`config.mk`:
```
export PLATFORM = sky130hd
export DESIGN_NAME = forward_hazard_unit
export DESIGN_NICKNAME = d
export VERILOG_FILES = /design/src/rtl/cpu_pkg.sv /design/src/rtl/forward_hazard_unit_operand_resolve.sv /design/src/rtl/forward_hazard_unit.sv
export SDC_FILE = /design/constraint.sdc
export NUM_CORES = 1
export LEC_CHECK = 0
export CORE_MARGIN = 4
export CORE_UTILIZATION = 50
export DETAILED_ROUTE_END_ITERATION = 6
export GPL_ROUTABILITY_DRIVEN = 0
export HOLD_SLACK_MARGIN = 0.08
export PLACE_DENSITY = 0.8
export SETUP_SLACK_MARGIN = 0.02
export SLEW_MARGIN = 10
export SYNTH_ARGS = -nofsm -noshare
export SYNTH_HDL_FRONTEND = slang
export SYNTH_SLANG_ARGS = --single-unit
```
`constraint.sdc`:
```
create_clock -name clk -period 3.66 [get_ports clk]
set_clock_uncertainty 0.2 [all_clocks]
set_input_delay 0.732 -clock clk [delete_from_list [all_inputs] [get_ports clk]]
set_output_delay 0.732 -clock clk [all_outputs]
set_load 0.05 [all_outputs]
```
`src/rtl/cpu_pkg.sv`:
```
`default_nettype none
// ============================================================================
//  Module      : cpu_pkg
//  Description : Shared types and constants for the CPU control path:
//                operand-forwarding select encoding and scoreboard slot type.
//  Revision    : 1.0  initial release
// ============================================================================
package cpu_pkg;

    // Width of the register address held in each scoreboard slot
    localparam int SB_ADDR_W = 4;

    // Register index that aliases the program counter
    localparam int PC_REG = 15;

    // Operand source select driven to the datapath operand muxes
    typedef enum logic [1:0] {
        FWD_REG     = 2'b00,
        FWD_ALU     = 2'b01,
        FWD_PC_ZERO = 2'b11
    } fwd_sel_t;

    // One in-flight instruction as seen by the hazard logic
    typedef struct packed {
        logic                 valid;
        logic                 wen;
        logic [SB_ADDR_W-1:0] addr;
        logic                 load;
    } sb_entry_t;

    // True when a slot holds a live register write to the given address
    function automatic logic slot_writes(input sb_entry_t e,
                                         input logic [SB_ADDR_W-1:0] src);
        return e.valid & e.wen & (e.addr == src);
    endfunction

endpackage
`default_nettype wire

```
`src/rtl/forward_hazard_unit_operand_resolve.sv`:
```
`default_nettype none
// ============================================================================
//  Module      : operand_resolve
//  Description : Resolves one decode-stage source operand against the EX,
//                MEM and WB scoreboard slots: chooses the operand select and
//                flags a hazard when the value is not yet obtainable.
//  Revision    : 1.0  initial release
// ============================================================================
module operand_resolve
    import cpu_pkg::*;
#(
    parameter int       PC_IDX   = PC_REG,
    parameter fwd_sel_t PC_SEL   = FWD_PC_ZERO,
    parameter fwd_sel_t IDLE_SEL = FWD_REG
) (
    input  logic [SB_ADDR_W-1:0] src,
    input  logic                 use_src,
    input  sb_entry_t            ex_slot,
    input  sb_entry_t            mem_slot,
    input  sb_entry_t            wb_slot,
    output logic [1:0]           sel,
    output logic                 hazard
);

    localparam logic [SB_ADDR_W-1:0] PC_ADDR = SB_ADDR_W'(PC_IDX);

    logic w_is_pc;
    logic w_ex_hit;
    logic w_older_hit;
    logic w_unused_load;

    // Only the EX slot can forward, so older slots' load flags carry no meaning here
    assign w_unused_load = mem_slot.load ^ wb_slot.load;

    assign w_is_pc     = (src == PC_ADDR);
    assign w_ex_hit    = slot_writes(ex_slot, src);
    assign w_older_hit = slot_writes(mem_slot, src) | slot_writes(wb_slot, src);

    // Priority EX > MEM > WB; a WB hit still stalls because the regfile commits at WB end
    always_comb begin
        sel    = IDLE_SEL;
        hazard = 1'b0;
        if (use_src) begin
            if (w_is_pc) begin
                sel = PC_SEL;
            end else if (w_ex_hit) begin
                if (ex_slot.load) begin
                    hazard = 1'b1;
                    sel    = FWD_REG;
                end else begin
                    sel    = FWD_ALU;
                end
            end else if (w_older_hit) begin
                hazard = 1'b1;
                sel    = FWD_REG;
            end else begin
                sel    = FWD_REG;
            end
        end
    end

endmodule
`default_nettype wire

```
`src/rtl/forward_hazard_unit.sv`:
```
`default_nettype none
// ============================================================================
//  Module      : forward_hazard_unit
//  Description : Tracks in-flight register writes in EX/MEM/WB slots and
//                produces operand-forwarding selects, operand enables, the
//                decode stall and a saturating stall-cycle counter.
//  Revision    : 1.0  initial release
// ============================================================================
module forward_hazard_unit #(
    parameter int ADDR_W = 4,
    parameter int PC_REG = 15,
    parameter int CNT_W  = 16
) (
    input  logic              clk,
    input  logic              rst_n,
    input  logic              valid_d,
    input  logic [ADDR_W-1:0] A_addr_d,
    input  logic [ADDR_W-1:0] B_addr_d,
    input  logic [ADDR_W-1:0] shift_addr_d,
    input  logic              use_A,
    input  logic              use_B,
    input  logic              use_shift,
    input  logic              wb_en_d,
    input  logic [ADDR_W-1:0] wb_addr_d,
    input  logic              is_load_d,
    input  logic              flush,
    output logic [1:0]        sel_A_in,
    output logic [1:0]        sel_B_in,
    output logic [1:0]        sel_shift_in,
    output logic              en_A,
    output logic              en_B,
    output logic              en_S,
    output logic              stall,
    output logic [CNT_W-1:0]  stall_count
);

    import cpu_pkg::*;

    sb_entry_t        r_ex;
    sb_entry_t        r_mem;
    sb_entry_t        r_wb;
    logic [CNT_W-1:0] r_cnt;

    logic [1:0] w_sel_a;
    logic [1:0] w_sel_b;
    logic [1:0] w_sel_s;
    logic       w_haz_a;
    logic       w_haz_b;
    logic       w_haz_s;
    logic       w_live;
    logic       w_issue;
    sb_entry_t  w_entry;

    operand_resolve #(
        .PC_IDX   (PC_REG),
        .PC_SEL   (FWD_PC_ZERO),
        .IDLE_SEL (FWD_REG)
    ) u_res_a (
        .src      (A_addr_d),
        .use_src  (use_A),
        .ex_slot  (r_ex),
        .mem_slot (r_mem),
        .wb_slot  (r_wb),
        .sel      (w_sel_a),
        .hazard   (w_haz_a)
    );

    operand_resolve #(
        .PC_IDX   (PC_REG),
        .PC_SEL   (FWD_REG),
        .IDLE_SEL (FWD_REG)
    ) u_res_b (
        .src      (B_addr_d),
        .use_src  (use_B),
        .ex_slot  (r_ex),
        .mem_slot (r_mem),
        .wb_slot  (r_wb),
        .sel      (w_sel_b),
        .hazard   (w_haz_b)
    );

    // An unused shift operand selects the zero path
    operand_resolve #(
        .PC_IDX   (PC_REG),
        .PC_SEL   (FWD_REG),
        .IDLE_SEL (FWD_PC_ZERO)
    ) u_res_s (
        .src      (shift_addr_d),
        .use_src  (use_shift),
        .ex_slot  (r_ex),
        .mem_slot (r_mem),
        .wb_slot  (r_wb),
        .sel      (w_sel_s),
        .hazard   (w_haz_s)
    );

    // Reset masks everything so stale slots cannot raise a stall while rst_n is low
    assign w_live      = rst_n & valid_d & ~flush;
    assign stall       = w_live & (w_haz_a | w_haz_b | w_haz_s);
    assign w_issue     = w_live & ~(w_haz_a | w_haz_b | w_haz_s);
    assign en_A        = w_issue & use_A;
    assign en_B        = w_issue & use_B;
    assign en_S        = w_issue & use_shift;
    assign stall_count = rst_n ? r_cnt : '0;

    assign w_entry = '{valid: 1'b1, wen: wb_en_d, addr: wb_addr_d, load: is_load_d};

    // Stall and reset park the operand muxes on the regfile (shift on zero when idle)
    always_comb begin
        sel_A_in     = w_sel_a;
        sel_B_in     = w_sel_b;
        sel_shift_in = w_sel_s;
        if (!rst_n || stall) begin
            sel_A_in     = FWD_REG;
            sel_B_in     = FWD_REG;
            sel_shift_in = (!rst_n || !use_shift) ? FWD_PC_ZERO : FWD_REG;
        end
    end

    // Slot pipeline: issued instruction enters EX, stalls and flushes insert bubbles
    always_ff @(posedge clk) begin
        if (!rst_n) begin
            r_ex  <= '0;
            r_mem <= '0;
            r_wb  <= '0;
        end else begin
            r_wb  <= r_mem;
            r_mem <= r_ex;
            r_ex  <= w_issue ? w_entry : '0;
        end
    end

    // Saturating count of stalled cycles
    always_ff @(posedge clk) begin
        if (!rst_n) begin
            r_cnt <= '0;
        end else if (stall && (r_cnt != '1)) begin
            r_cnt <= r_cnt + 1'b1;
        end
    end

endmodule
`default_nettype wire

```
==> summary.md, run 1 <==
| Metric | Value |
|---|---|
| Commonest non-fill, non-tap cells in the layout | dfxtp_1, buf_4, and2_1 |
| Multiplexer area fraction after synthesis | 1.18% |
| Post-route DRC | 0 |
| Overall global routing resource usage | 23.7% |
| CTS tree | built |
| Yosys warnings | 0 |
| IO Port Bufs | 49 |
| Post-synthesis xor/xnor area fraction | 14.8% |
| Vias in the first global route | 2004 |
| Post-synthesis sequential area ratio | 33.0% |
| Fillcell total | 232 |
| DR iter-0 viols | 258 |
| Final hold vios | 0 |
| Register area | 701 um^2 |
| Drt first pass iters | 5 |
| Root Driver | clkbuf_8 |
| Pwr/cell area | 248 nW/um^2 |
| Num Clock Sinks | 35 |
| Clk slew on worst S/H paths | 0.07 ns |
| Post-synthesis compound-gate area fraction | 10.3% |
| Ys async rst share | 0% |
| Period utilization | 99.3% |
| Setup TNS | 0 ns |
| Fin crit period | 3.64 ns |
| P_leak | 1.29 nW |
| Post-route ant nets | 0 |
| Row count | 23 |
| Synthesized netlist cell count | 256 |
| Worst IR Drop VDD | 0.249 mV |
| Die H | 73.2 um |
| Status | finished, final reports clean |
| Adder-cell area share of the yosys netlist | 0.589% |
| First-pass GRT wire length | 9.72 mm |
| Required time worst endpoint | 2.73 ns |
| Final setup fails | 0 |
| Largest family of logic cells by synthesized area | simple AND/OR/NAND/NOR gates |
| Crit path capture type | primary output |
| WS Path Type | in2out |
| Critical path launch point type | primary input |
| Synth Register Bits | 35 |
| Antenna violations before repair | 0 |
| Post-synth EDFFs | 0 |
| IO Pins | 51 |
| Area Overhead vs Synth | 57.3% |
| CTS Buf Count | 5 |
| Starting density of the core | 52.4% |
| Detailed-route via count | 2130 |
| Synth Area in Simple Gates | 35.8% |
| Clk_lat worst skew | 0.29 ns |
| Max Cap Viol | 0 |
| Layout cells sized above 1 | 30.0% |
| Area of the die | 5360 um^2 |
| Multi-input logic area | 1480 um^2 |
| Vias/cell | 5.56 |
| Core area | 4060 um^2 |
| H-tree levels | 2 |
| HP Class | reg2reg |
| Hold_ws | 0.260 ns |
| Total Wirelength | 6.32 mm |
| Fin. max-slew vios | 0 |
| DR WL/cell | 16.5 um |
| Yosys cell types | 44 |
| Mean Syn Cell Area | 8.30 um^2 |
| Post-Syn Area | 2130 um^2 |
| Clock Path Buffers | 2 |
| Largest net degree at the start of global routing | 32 |
| Synthesized net count | 282 |
| Fmax | 0.275 GHz |
| Final HPWL DP | 4.39 mm |
| Max Fanout on Critical Path | 3 |
| Total congestion overflow | 0 |
| Most common cell after layout, fill and taps aside | dfxtp_1 |
| Die width | 73.2 um |
| # nets final | 358 |
| # diodes | 0 |
| Main synth FF type | dfxtp_1 |
| Crit path DAT | 2.70 ns |
[where the power goes]
part | leakage, nW | switching (W) | internal [W]
sequential | 0.283 | 0.00000654 | 0.000385
combinational | 0.958 | 0.0000633 | 0.0000651
clock | 0.0515 | 0.000137 | 0.000172
total | 1.29 | 0.000206 | 0.000622
[cells by family after synthesis]
kind of cell,Yosys count
AO/OA/AOI/OAI,36
XOR/XNOR,36
adder cells (fa/ha/maj),1
buffers and inverters,18
flip-flops,35
multiplexers,2
other,1
AND/OR/NAND/NOR,127
[state kept, by name, summed over array words and instances, names as in the netlist]
| name | cells |
|---|---|
| r_ex | 7 |
| r_wb | 6 |
| r_mem | 6 |
| r_cnt | 16 |
[critical path, stage by stage]
cell           delay [ns]
dlygate4sd2_1        0.28
xor2_2               0.17
nor4_4               0.33
a21o_1               0.16
a31oi_1              0.06
a211oi_4             0.34
nor2_4               0.12
buf_12               0.14
nor4_4               0.19
buf_12               0.18
[cells in the mapped netlist (3+ instances only)]
cell type   n  share of area (%)
and3_1     12                3.5
nand2_1    13                2.3
dfxtp_1    35                 33
a21oi_1    13                3.1
o21a_1      3                1.1
or3_2       9                3.2
xor2_1     15                6.2
and2_1     29                8.5
o21ai_0    11                2.6
nor2_1     11                1.9
inv_1       5               0.88
nor4_1      4                1.2
clkbuf_1    7                1.2
nand4_1    15                4.4
xnor2_1    21                8.7
nand3_1    13                3.1
or3_1       4                1.2
nor3_1      4               0.94
[path summary, 6_finish.rpt]
path | slack (ns) | end | startpoint | depth (start not counted)
setup / recovery | 0.02 | sel_A_in[1] | shift_addr_d[3] | 10
hold / removal | 0.26 | r_wb[6] | r_mem[6] | 1
hold reg to reg | 0.26 | r_wb[6] | r_mem[6] | 1
setup reg to reg | 0.72 | r_cnt[2] | r_ex[4] | 11
[timing repair]
item | 4_1_cts | 5_1_grt
gates resized for setup | 20 | 15
setup endpoints to repair | 8 | 7
hold buffers | 0 | 0
pin swaps | 10 | 10
setup buffers | 6 | 4
[through the flow]
stage                     setup slack, ns  power (W)  area, um^2  util, %  instances
after CTS                          0.0224   0.000829        3250     80.2        379
after global placement             -0.238   0.000518        3070     75.7        365
final                              0.0240   0.000828        3340     82.4        383
after floorplan                    0.0265   0.000452        2170        -        256
after detailed placement           -0.308   0.000520        3070     75.7        365
after global routing              -0.0394   0.000855        3340     82.4        383
[layer usage]
layer,share of wire (%),up-vias,global-route usage [%]
li1,-,1038,-
met1,43,989,32.0
met2,47,95,36.0
met3,8.2,8,7.16
met4,1.5,0,7.58
met5,0,-,0
[final cells by class]
| cell class | instances | area share, % |
|---|---|---|
| Clock buffer | 8 | 2.99 |
| Inverter | 6 | 0.673 |
| Multi-Input combinational cell | 203 | 44.3 |
| Sequential cell | 35 | 21.0 |
| Tap cell | 50 | 1.87 |
| Timing Repair Buffer | 81 | 29.2 |
Power figures use the tool's default switching activity.
==> run 2, diff against run 1 <==
CORE_UTILIZATION = 51   (was 50)
CTS_BUF_LIST = sky130_fd_sc_hd__clkbuf_4   (was not set)
PLACE_DENSITY = 0.82   (was 0.8)
==> run 2 against run 1 <==
Effect of this change:
- sequential cell count stayed put
- worst hold slack improved by 0.011 ns
- non-clock buffer count is 2 lower
- wire length rose by 1.2%
- combinational power is 3% lower
- count of clock-buffer cells in the layout fell by 3
- register-to-register slack is essentially flat
- fmax grew 1.8%
- largest power group unchanged
==> summary.md, run 2 (same netlist as run 1, synthesis figures left out) <==
| Metric | Value |
|---|---|
| Die width | 72.6 um (was 73.2 um) |
| CTS Buf Count | 5 (unchanged) |
| Power Total | 0.000706 W (was 0.000828 W) |
| R2R setup slack | 0.72 ns (about the same) |
| Area Overhead vs Synth | 52.0% (was 57.3%) |
| Placed insts | 365 (unchanged) |
| Starting density of the core | 52.8% (was 52.4%) |
| Most common cell after layout, fill and taps aside | dfxtp_1 (unchanged) |
| Layout Utilization | 80.2% (was 82.4%) |
| Fmax | 0.280 GHz (was 0.275 GHz) |
| Max FFs per register | 16 (unchanged) |
| Critical path cell sequence | clkdlybuf4s50_1 -> inv_1 -> a41oi_1 -> o21a_1 -> a211oi_4 -> buf_4 -> buf_4 -> buf_6 -> and3_4 -> buf_12 (was dlygate4sd2_1 -> xor2_2 -> nor4_4 -> a21o_1 -> a31oi_1 -> a211oi_4 -> nor2_4 -> buf_12 -> nor4_4 -> buf_12) |
| H-tree levels | 2 (unchanged) |
| # hold bufs at CTS | 0 (unchanged) |
| Clock Path Buffers | 2 (unchanged) |
| IO Pins | 51 (unchanged) |
| Slowest CP cell | clkdlybuf4s50_1 (was a211oi_4) |
| Drt first pass iters | 4 (was 5) |
| DR iter-0 viols | 162 (was 258) |
| Required time worst endpoint | 2.73 ns (about the same) |
| Clk slew on worst S/H paths | 0.10 ns (was 0.07 ns) |
| Post-route ant nets | 0 (unchanged) |
| Worst Path Buf+Inv | 6 (was 3) |
| Commonest non-fill, non-tap cells in the layout | dfxtp_1, and2_1, buf_4 (was dfxtp_1, buf_4, and2_1) |
| Worst Setup SP | use_B (was shift_addr_d[3]) |
| Crit path capture type | primary output (unchanged) |
| Area of the die | 5260 um^2 (was 5360 um^2) |
| Layout Cells excl Fill | 380 (was 383) |
| Post-route DRC | 0 (unchanged) |
| Regs by FF count | r_cnt: 16 flops, r_ex: 7 flops (unchanged) |
| Vias/cell | 5.79 (was 5.56) |
| Worst setup path end | en_B (was sel_A_in[1]) |
| Die H | 72.6 um (was 73.2 um) |
| FF-to-FF Start | r_ex[1] (was r_ex[4]) |
| Fin crit period | 3.57 ns (was 3.64 ns) |
| Final HPWL DP | 4.65 mm (was 4.39 mm) |
| Crit path DAT | 2.64 ns (was 2.70 ns) |
| Max Fanout on Critical Path | 7 (was 3) |
| Cell mode on critical path | buf_4 |
| Pwr/cell area | 219 nW/um^2 (was 248 nW/um^2) |
| Fin. max-slew vios | 0 (unchanged) |
| Clk_lat worst skew | 0.33 ns (was 0.29 ns) |
| Worst IR Drop VDD | 0.197 mV (was 0.249 mV) |
| Top reg by flops | r_cnt (unchanged) |
| DR WL/cell | 16.8 um (was 16.5 um) |
| Final hold vios | 0 (unchanged) |
| First-pass GRT wire length | 10.8 mm (was 9.72 mm) |
| Core area | 4030 um^2 (was 4060 um^2) |
| Max Cap Viol | 0 (unchanged) |
| Num Clock Sinks | 35 (unchanged) |
| Vias in the first global route | 2240 (was 2004) |
| Layout cells sized above 1 | 30.3% (was 30.0%) |
| Final setup fails | 0 (unchanged) |
| WS Path Type | in2out (unchanged) |
| Worst reg-to-reg path cell count | 11 (unchanged) |
| Levels on crit path | 10 (unchanged) |
| # nets final | 356 (was 358) |
| IO Port Bufs | 49 (unchanged) |
| Largest net degree at the start of global routing | 30 (was 32) |
| HP Class | reg2reg (unchanged) |
| Reg2Reg Capture Point | r_cnt[13] (was r_cnt[2]) |
| # diodes | 0 (unchanged) |
| CTS tree | built (unchanged) |
| Row count | 23 (unchanged) |
| Critical path launch point type | primary input (unchanged) |
| Period utilization | 97.6% (was 99.3%) |
| Delay of the slowest critical-path stage | 0.50 ns (was 0.34 ns) |
| Total Wirelength | 6.40 mm (was 6.32 mm) |
| Antenna violations before repair | 0 (unchanged) |
| Detailed-route via count | 2199 (was 2130) |
| Overall global routing resource usage | 25.9% (was 23.7%) |
| Total congestion overflow | 0 (unchanged) |
| Hold path start | r_mem[5] (was r_mem[6]) |
| Root Driver | clkbuf_4 (was clkbuf_8) |
| Delay-heaviest family, CP | buffers and inverters (was simple AND/OR/NAND/NOR gates) |
| Status | finished, final reports clean (unchanged) |
| P_leak | 1.24 nW (was 1.29 nW) |
## run 2: final cells by class
class | count | area (um^2)
well taps | 50 | 62.6
fillers | 255 | 798
repair buffers | 79 | 943
flip-flops and latches | 35 | 706
inverters | 6 | 22.5
clock inverters | 2 | 8.76
clock buffers | 5 | 37.5
multi-input cells | 203 | 1450
## run 2: worst min-delay path by stage
stage | slack, ns | depth (start not counted) | to
detailed placement | 0.25 | 1 | r_wb[5]
floorplan | 0.23 | 1 | r_wb[5]
CTS | 0.27 | 1 | r_wb[5]
global route | 0.29 | 1 | r_wb[5]
global placement | 0.24 | 1 | r_wb[5]
finish | 0.27 | 1 | r_wb[5]
## run 2: through the flow
| step | hold slack (ns) | TNS [ns] | worst slack (ns) | cell area [um^2] |
|---|---|---|---|---|
| final | 0.271 | 0 | 0.0874 | 3230 |
| after global placement | 0.242 | -0.431 | -0.103 | 3080 |
| after floorplan | 0.235 | 0 | 0.0265 | 2170 |
| after detailed placement | 0.250 | -0.991 | -0.164 | 3080 |
| after global routing | 0.292 | -0.0177 | -0.0141 | 3230 |
| after CTS | 0.274 | 0 | 0.0708 | 3190 |
## run 2: report_power, final
part	switching (W)	internal, W	leakage [nW]
clock	0.000123	0.0000680	0.0285
sequential	0.00000619	0.000385	0.285
combinational	0.0000626	0.0000612	0.930
## run 2: routing by layer
layer	part of all wire (%)	track usage, %	up-vias
li1	-	-	1045
met1	40	30.4	1044
met2	52	45.9	94
met3	5.9	4.71	16
met4	2.7	10.7	0
met5	0	0	-
## run 2: timing repair
| item | 4_1_cts | 5_1_grt |
|---|---|---|
| resized for setup | 19 | 23 |
| buffers inserted | 6 | 2 |
| hold endpoints to repair | 0 | 0 |
| endpoints found under the setup margin | 8 | 7 |
| pin swaps | 9 | 10 |
==> run 3, diff against run 2 <==
CORE_UTILIZATION = 55   (was 51)
DONT_BUFFER_PORTS = 1   (was not set)
PLACE_DENSITY = 0.7   (was 0.82)
==> run 3 against run 2 <==
Effect of this change:
- fmax rose by 4.9%
- global-route usage fell by 4.9 points
- first-iteration DRC count rose by 17%
- count of clock-buffer cells in the layout did not move
- combinational power fell by 46%
- critical path depth fell by 2
- final cell count fell by 17%
- sequential share of layout area rose by 6.8 points
- via count fell by 17%
- largest cell class unchanged
==> summary.md, run 3 (same netlist as run 1, synthesis figures left out) <==
| Metric | Value |
|---|---|
| Crit path capture type | primary output (unchanged) |
| Final HPWL DP | 3.75 mm (was 4.65 mm) |
| Vias in the first global route | 1713 (was 2240) |
| Post-route ant nets | 0 (unchanged) |
| Slew @ Worst Pin | 0.622 ns |
| Vias/cell | 5.82 (was 5.79) |
| Area of the die | 4920 um^2 (was 5260 um^2) |
| Sequential share of power | 53.0% (was 55.4%) |
| RSZ-0062 raised after global routing | false |
| Logic pwr share | 9.1% (was 17.5%) |
| Pwr/cell area | 300 nW/um^2 (was 219 nW/um^2) |
| Max Cap Viol | 0 (unchanged) |
| Clk_lat worst skew | 0.35 ns (was 0.33 ns) |
| Critical path launch point type | flip-flop (was primary input) |
| Fin crit period | 3.41 ns (was 3.57 ns) |
| Die width | 70.2 um (was 72.6 um) |
| H-tree levels | 2 (unchanged) |
| Crit path DAT | 2.47 ns (was 2.64 ns) |
| Root Driver | clkbuf_4 (unchanged) |
| Commonest non-fill, non-tap cells in the layout | dfxtp_1, and2_1, xnor2_1 (was dfxtp_1, and2_1, buf_4) |
| Clk slew on worst S/H paths | 0.11 ns (was 0.10 ns) |
| Setup TNS | 0 ns (unchanged) |
| Largest net degree at the start of global routing | 34 (was 30) |
| CTS tree | built (unchanged) |
| Area Overhead vs Synth | 15.2% (was 52.0%) |
| Most common cell after layout, fill and taps aside | dfxtp_1 (unchanged) |
| Worst IR Drop VDD | 0.173 mV (was 0.197 mV) |
| # nets final | 291 (was 356) |
| DR WL/cell | 15.8 um (was 16.8 um) |
| Required time worst endpoint | 2.73 ns (about the same) |
| HP Class | reg2reg (unchanged) |
| Internal Power | 0.000557 W (was 0.000514 W) |
| Starting density of the core | 57.6% (was 52.8%) |
| First-pass GRT wire length | 8.33 mm (was 10.8 mm) |
| IO Pins | 51 (unchanged) |
| Final setup fails | 0 (unchanged) |
| Post-route DRC | 0 (unchanged) |
| Layout cells sized above 1 | 16.2% (was 30.3%) |
| Switch Pwr | 0.000178 W (was 0.000192 W) |
| Detailed-route via count | 1828 (was 2199) |
| Antenna violations before repair | 0 (unchanged) |
| Die H | 70.2 um (was 72.6 um) |
| Total congestion overflow | 0 (unchanged) |
| Top reg by flops | r_cnt (unchanged) |
| Drt first pass iters | 4 (unchanged) |
| # diodes | 0 (unchanged) |
| CTS Buf Count | 5 (unchanged) |
| Switching share of power | 24.2% (was 27.2%) |
| Period utilization | 93.1% (was 97.6%) |
| Clock Power Share | 37.8% (was 27.1%) |
| Max Fanout on Critical Path | 7 (unchanged) |
| Core area | 3690 um^2 (was 4030 um^2) |
| Num Clock Sinks | 35 (unchanged) |
| Layout Utilization | 66.4% (was 80.2%) |
| IO Port Bufs | 0 (was 49) |
| Max FFs per register | 16 (unchanged) |
| P_leak | 0.889 nW (was 1.24 nW) |
| Final hold vios | 0 (unchanged) |
| Clock Path Buffers | 2 (unchanged) |
| DR iter-0 viols | 190 (was 162) |
| Fmax | 0.294 GHz (was 0.280 GHz) |
| Worst rel slew slack | 58.4% |
| Row count | 22 (was 23) |
| WS Path Type | reg2out (was in2out) |
| Overall global routing resource usage | 21.0% (was 25.9%) |
| Fin. max-slew vios | 0 (unchanged) |
| Total Wirelength | 4.96 mm (was 6.40 mm) |
| Status | finished, final reports clean (unchanged) |
| Regs by FF count | r_cnt: 16 flops, r_ex: 7 flops (unchanged) |
run 3: path summary, 6_finish.rpt:
check                               from         to  slack, ns  depth (start not counted)
worst min-delay path            r_mem[6]    r_wb[6]       0.27                          1
worst max register to register   r_ex[4]  r_cnt[13]       0.98                          8
worst max-delay path             r_ex[3]       en_S       0.25                          8
worst min register to register  r_mem[6]    r_wb[6]       0.27                          1
run 3: final cells by class:
cell class / instances / area [um^2]
multi-input cells: 203 / 1400
fillers: 327 / 1240
flip-flops and latches: 35 / 701
repair buffers: 14 / 193
well taps: 48 / 60.1
clock inverters: 3 / 38.8
clock buffers: 5 / 37.5
inverters: 6 / 22.5
run 3: metal layers:
layer / part of all wire (%) / up-vias / track usage [%]
li1: - / 915 / -
met1: 49 / 839 / 31.4
met2: 42 / 67 / 29.4
met3: 7.7 / 7 / 5.76
met4: 1.2 / 0 / 5.32
met5: 0 / - / 0
run 3: power by group through the flow:
stage	Clock [W]	Sequential, W	Combinational [W]
detailed placement	0	0.000398	0.0000658
floorplan	0	0.000397	0.0000551
global placement	0	0.000398	0.0000656
global route	0.000294	0.000390	0.0000723
finish	0.000278	0.000390	0.0000672
CTS	0.000279	0.000390	0.0000664
run 3: stage by stage:
step	cells	setup slack, ns	total power (W)	hold WS [ns]	instance area, um^2
after floorplan	256	0.0265	0.000452	0.235	2170
after detailed placement	305	0.0987	0.000464	0.250	2360
final	314	0.254	0.000735	0.274	2450
after global routing	314	0.0934	0.000756	0.287	2450
after global placement	305	0.162	0.000464	0.243	2360
after CTS	313	0.0415	0.000735	0.281	2440
run 3: timing repair:
item | 4_1_cts | 5_1_grt
endpoints found under the setup margin | 0 | 8
hold buffers | 0 | 0
buffers inserted | 0 | 1
resized for setup | 0 | 1
run 3: critical path, stage by stage (launching register included):
cell and delay (ns):
dfxtp_1 0.38, xor2_1 0.19, nor4_2 0.33, a21boi_0 0.20, o311a_1 0.19, a211oi_4 0.29
buf_4 0.20, and3_1 0.21, buf_12 0.15
